<file path="src/rtl/debounce_multi.sv">
// ----------------------------------------------------------------------------
// debounce_multi
//   N-channel push-button conditioner. Each channel has a two-flop input
//   synchroniser, a symmetric press/release debounce and a small IDLE/HELD/LONG
//   state machine. It produces a debounced level and one-cycle pulses for
//   press, release, long-press and auto-repeat. All outputs are registered.
//
// Ports
//   clk_i          system clock
//   rst_ni         asynchronous reset, active low
//   pb_i           raw asynchronous button inputs, active high
//   level_o        debounced button state
//   press_o        one-cycle pulse on accepted press
//   release_o      one-cycle pulse on accepted release
//   long_press_o   one-cycle pulse when hold time reaches LONG_PRESS_CYCLES
//   repeat_o       one-cycle pulse every REPEAT_CYCLES after long press
// ----------------------------------------------------------------------------
module debounce_multi #(
  parameter int unsigned N_CH              = 4,
  parameter int unsigned DEBOUNCE_CYCLES   = 3750000,
  parameter int unsigned LONG_PRESS_CYCLES = 125000000,
  parameter int unsigned REPEAT_CYCLES     = 25000000
) (
  input  logic            clk_i,
  input  logic            rst_ni,
  input  logic [N_CH-1:0] pb_i,
  output logic [N_CH-1:0] level_o,
  output logic [N_CH-1:0] press_o,
  output logic [N_CH-1:0] release_o,
  output logic [N_CH-1:0] long_press_o,
  output logic [N_CH-1:0] repeat_o
);

  localparam int unsigned STAB_W   = $clog2(DEBOUNCE_CYCLES + 1);
  localparam int unsigned HOLD_MAX = (LONG_PRESS_CYCLES > REPEAT_CYCLES) ?
                                     LONG_PRESS_CYCLES : REPEAT_CYCLES;
  localparam int unsigned HOLD_W   = (HOLD_MAX == 0) ? 1 : $clog2(HOLD_MAX + 1);

  // Repeat only makes sense once a long press can happen.
  localparam bit LONG_EN = (LONG_PRESS_CYCLES != 0);
  localparam bit REP_EN  = LONG_EN && (REPEAT_CYCLES != 0);

  localparam int unsigned LONG_LAST_I = LONG_EN ? LONG_PRESS_CYCLES - 1 : 0;
  localparam int unsigned REP_LAST_I  = REP_EN  ? REPEAT_CYCLES - 1     : 0;

  localparam logic [STAB_W-1:0] STAB_LAST = STAB_W'(DEBOUNCE_CYCLES - 1);
  localparam logic [HOLD_W-1:0] LONG_LAST = HOLD_W'(LONG_LAST_I);
  localparam logic [HOLD_W-1:0] REP_LAST  = HOLD_W'(REP_LAST_I);

  typedef enum logic [1:0] {
    IDLE = 2'd0,
    HELD = 2'd1,
    LONG = 2'd2
  } state_e;

  // Two-flop synchroniser; raw_s_q is the only view of the buttons used below.
  logic [N_CH-1:0] sync1_q;
  logic [N_CH-1:0] raw_s_q;

  always_ff @(posedge clk_i or negedge rst_ni) begin
    if (!rst_ni) begin
      sync1_q <= '0;
      raw_s_q <= '0;
    end else begin
      sync1_q <= pb_i;
      raw_s_q <= sync1_q;
    end
  end

  for (genvar c = 0; c < N_CH; c++) begin : g_ch
    state_e            state_q, state_d;
    logic [STAB_W-1:0] stab_q, stab_d;
    logic [HOLD_W-1:0] hold_q, hold_d;
    logic              level_q, level_d;
    logic              press_q, press_d;
    logic              rel_q, rel_d;
    logic              long_q, long_d;
    logic              rep_q, rep_d;

    // State, counters and output registers.
    always_ff @(posedge clk_i or negedge rst_ni) begin
      if (!rst_ni) begin
        state_q <= IDLE;
        stab_q  <= '0;
        hold_q  <= '0;
        level_q <= 1'b0;
        press_q <= 1'b0;
        rel_q   <= 1'b0;
        long_q  <= 1'b0;
        rep_q   <= 1'b0;
      end else begin
        state_q <= state_d;
        stab_q  <= stab_d;
        hold_q  <= hold_d;
        level_q <= level_d;
        press_q <= press_d;
        rel_q   <= rel_d;
        long_q  <= long_d;
        rep_q   <= rep_d;
      end
    end

    // Next-state, counter update and pulse generation.
    always_comb begin
      state_d = state_q;
      stab_d  = stab_q;
      hold_d  = hold_q;
      level_d = level_q;
      press_d = 1'b0;
      rel_d   = 1'b0;
      long_d  = 1'b0;
      rep_d   = 1'b0;

      unique case (state_q)
        IDLE: begin
          hold_d = '0;
          if (raw_s_q[c]) begin
            if (stab_q == STAB_LAST) begin
              state_d = HELD;
              level_d = 1'b1;
              press_d = 1'b1;
              stab_d  = '0;
            end else begin
              stab_d = stab_q + STAB_W'(1);
            end
          end else begin
            stab_d = '0;
          end
        end

        HELD, LONG: begin
          // Hold timing keeps running while a release is being qualified.
          if (state_q == HELD) begin
            if (LONG_EN) begin
              if (hold_q == LONG_LAST) begin
                state_d = LONG;
                long_d  = 1'b1;
                hold_d  = '0;
              end else begin
                hold_d = hold_q + HOLD_W'(1);
              end
            end else begin
              hold_d = '0;
            end
          end else begin
            if (REP_EN) begin
              if (hold_q == REP_LAST) begin
                rep_d  = 1'b1;
                hold_d = '0;
              end else begin
                hold_d = hold_q + HOLD_W'(1);
              end
            end else begin
              hold_d = '0;
            end
          end

          // Accepted release overrides any long/repeat event this cycle.
          if (!raw_s_q[c]) begin
            if (stab_q == STAB_LAST) begin
              state_d = IDLE;
              level_d = 1'b0;
              rel_d   = 1'b1;
              long_d  = 1'b0;
              rep_d   = 1'b0;
              stab_d  = '0;
              hold_d  = '0;
            end else begin
              stab_d = stab_q + STAB_W'(1);
            end
          end else begin
            stab_d = '0;
          end
        end

        default: begin
          state_d = IDLE;
          level_d = 1'b0;
          stab_d  = '0;
          hold_d  = '0;
        end
      endcase
    end

    assign level_o[c]      = level_q;
    assign press_o[c]      = press_q;
    assign release_o[c]    = rel_q;
    assign long_press_o[c] = long_q;
    assign repeat_o[c]     = rep_q;
  end

endmodule
</file>
<file path="config.mk">
export PLATFORM = sky130hd
export DESIGN_NAME = debounce_multi
export DESIGN_NICKNAME = d
export VERILOG_FILES = /design/src/rtl/debounce_multi.sv
export SDC_FILE = /design/constraint.sdc
export NUM_CORES = 1
export LEC_CHECK = 0
export ABC_CLOCK_PERIOD_IN_PS = 3150
export BUFFER_PORTS_ARGS = -buffer_cell sky130_fd_sc_hd__buf_2
export CAP_MARGIN = 15
export CORE_MARGIN = 2
export CORE_UTILIZATION = 46
export DETAILED_ROUTE_END_ITERATION = 6
export HOLD_SLACK_MARGIN = 0.1
export PLACE_DENSITY_LB_ADDON = 0.15
export SLEW_MARGIN = 40
export SYNTH_ARGS = -nofsm -noshare
export SYNTH_HDL_FRONTEND = slang
export SYNTH_SLANG_ARGS = --single-unit
export TNS_END_PERCENT = 5
</file>
<file path="constraint.sdc">
create_clock -name clk_i -period 3.15 [get_ports clk_i]
set_input_delay 0.4725 -clock clk_i [delete_from_list [all_inputs] [get_ports clk_i]]
set_output_delay 0.4725 -clock clk_i [all_outputs]
set_load 0.03 [all_outputs]
</file>
==> impl_metrics.yaml <==
clock_tree:
  cts_made_buffers: 27
  root_buffer: "clkbuf_16"
  clk_pin_slew_ps: 60
  cts_max_level: 1
  clockBufferDepth: 3
  cts_post_setup_buffers_inserted: 0
  cts_tree: "yes"
  clkSinkCount: 232
  clock_latency_ps: 540
global_routing:
  antenna_found_initial: 0
  grt_pass1_vias: 8131
  grtUsageTotal_pct: 17.4
  grt_pass1_wl_um: 38800
  overflow: 0
  grt_max_degree: 88
timing:
  setup_viol: 0
  timing.final.crit_share_pct: 81.7
  post-route-min-period_ps: 2570
  clock_skew_ps: 18.2
  hold_viol_final: 0
  rsz0062_at_grt: "no"
  worst_slack_ps: 576
  maxSlewViolCount: 0
  tns_ps: 0
  relSlewSlack_pct: 49.7
  holdWs_ps: 346
  tightest_slew_ps: 753
  fmax_mhz: 389
die:
  initial_utilization_pct: 46.6
  die_x_um: 163
  die-area_um2: 26600
  core_um2: 25000
  die_h_um: 163
  rows: 58
  io_pins: 26
placed_design:
  gp_congestion: 0.790
  placed_cells: 1533
  placed_area_um2: 12100
  dpl.hpwl_um: 14800
  pre_cts_ws_ps: 529
  portBuffers: 25
logic_synthesis:
  synthCells: 1209
  avgSynthCellArea_um2: 9.64
  ys_seq_area_share_pct: 49.8
  synth-seq-cells: 232
  yosysMostFrequentCell: "nor2_1"
  synth_top_area_share_pct: 49.8
  synth_area_um2: 11700
  synth_edf_count: 0
  ys.warnings.count: 0
  ys.flop_type: "dfrtp_1"
  synth.top_cells.by_count: "nor2_1 (243), dfrtp_1 (232), xor2_1 (102), nand3_1 (90), nand2_1 (88)"
  ys_async_sr_fraction_pct: 100
  synth_cell_type_count: 57
  yosys.area.top_type: "dfrtp_1"
  synthTopCellsByArea: "dfrtp_1 (50%), nor2_1 (7.8%), xor2_1 (7.7%), xnor2_1 (5.5%), nand3_1 (3.9%)"
  syn-num-nets: 1235
drt:
  vias: 8283
  routed_wl_um: 22400
  drt_first_pass_iters: 4
  ant_nets: 0
  drt-vias-per-instance: 5.23
  wire_per_inst_um: 14.1
  drtIter0Drc: 399
  drc: 0
critical_path:
  crit_required_ps: 3530
  cp-start-kind: "flip-flop"
  cp.arrival_ps: 2950
  crit_fanout: 27
  endpoint_kind: "flip-flop"
  crit_type: "flip-flop to flip-flop"
finish:
  fin_cells: 1585
  seq_area_um2: 5810
  fillerInstances: 2311
  multi_input_area_um2: 5410
  syn2layout_area_growth_pct: 11.5
  final_net_count: 1263
  antenna_cells: 0
  fin_util_pct: 51.9
  fin_area_um2: 13000
  drive_above_1_share_pct: 8.29
power:
  power_leakage_nw: 5.29
  power-per-cell-area_nw_per_um2: 481
  ir_worst_vdd_uv: 411
  p_total_mw: 6.26
min_path:
  hp-class: "flip-flop to flip-flop"
flow_run:
  maxCapViolCount: 0
outcome:
  status: "complete, no violations"
==> report_power, final <==
group | total [mW] | internal, mW | switching, mW
Sequential | 3.02 | 3.00 | 0.0159
Combinational | 0.125 | 0.0310 | 0.0940
Clock | 3.12 | 1.93 | 1.19
==> metal layers <==
layer  global-route usage, %  share of wire (%)  wire length, um  vias to the layer above
met5                       0                  0                0                        -
met4                    5.43                2.4              544                        0
met3                    2.67                3.4              758                       30
met2                    27.7                 45            10000                       87
met1                    24.5                 49            11000                     3984
li1                        -                  -                -                     4182
==> final cells by class <==
| class | count | area share (%) |
|---|---|---|
| sequential | 232 | 44.6 |
| multi-input combinational | 893 | 41.6 |
| clock buffer | 38 | 5.90 |
| tap | 330 | 3.18 |
| timing repair buffer | 47 | 2.69 |
| inverter | 36 | 1.04 |
| clock inverter | 9 | 0.953 |
==> state kept, by name, indices dropped and copies added (netlist names) <==
signal,count
sync1_q,4
g_ch.rep_q,4
g_ch.stab_q,88
raw_s_q,4
g_ch.state_q,8
g_ch.level_q,4
g_ch.press_q,4
g_ch.long_q,4
g_ch.hold_q,108
g_ch.rel_q,4
==> cell usage in the layout (no fill, tap or decap), drive strengths merged, types with 5 or more instances in the layout <==
cell type,count
or4,9
or2,7
clkbuf,38
o31ai,9
dlygate4sd3,5
nor2,243
nand4,62
nand3,90
nor4b,11
xor2,102
nand2b,6
ha,20
nor3,34
inv,37
or3,6
o21ai,7
or4b,11
nor4,22
and4,13
dfrtp,232
clkinv,5
a21oi,12
and2,8
nand2,88
buf,42
o31a,5
and3,19
xnor2,73
==> final timing paths <==
path / from / to / slack [ps] / cells past startpoint
min in group asynchronous: rst_ni / g_ch[3].hold_q[22] / 540 / 2
max: g_ch[2].hold_q[10] / g_ch[2].hold_q[11] / 580 / 5
min: sync1_q[1] / raw_s_q[1] / 350 / 0
max reg2reg: g_ch[2].hold_q[10] / g_ch[2].hold_q[11] / 580 / 5
min reg2reg: sync1_q[1] / raw_s_q[1] / 350 / 0
max in group asynchronous: rst_ni / sync1_q[2] / 1750 / 3
==> timing repair <==
item / 4_1_cts / 5_1_grt
hold endpoints to repair: 87 / 0
resized for setup: 0 / 0
hold buffers: 5 / 0
==> kinds of logic (layout without fill, tap and decap cells) <==
logic type                 after synthesis  count (layout)  share of synthesized area (%)
xor gates and xnor gates               175             175                           13.1
and+or+nand+nor                        644             644                           27.5
AOI/OAI and AO/OA                       54              54                           3.48
DFF                                    232             232                           49.8
adders and majority gates               20              20                           2.15
buffers and inverters                   84             130                           3.93
==> critical path, cell delays in order, from the launching register on <==
cell,delay [ps]
dfrtp_1,410
or4b_2,680
nor4_1,380
nand3_1,210
o21ai_4,620
nor2_1,120
Power figures use the tool's default switching activity.
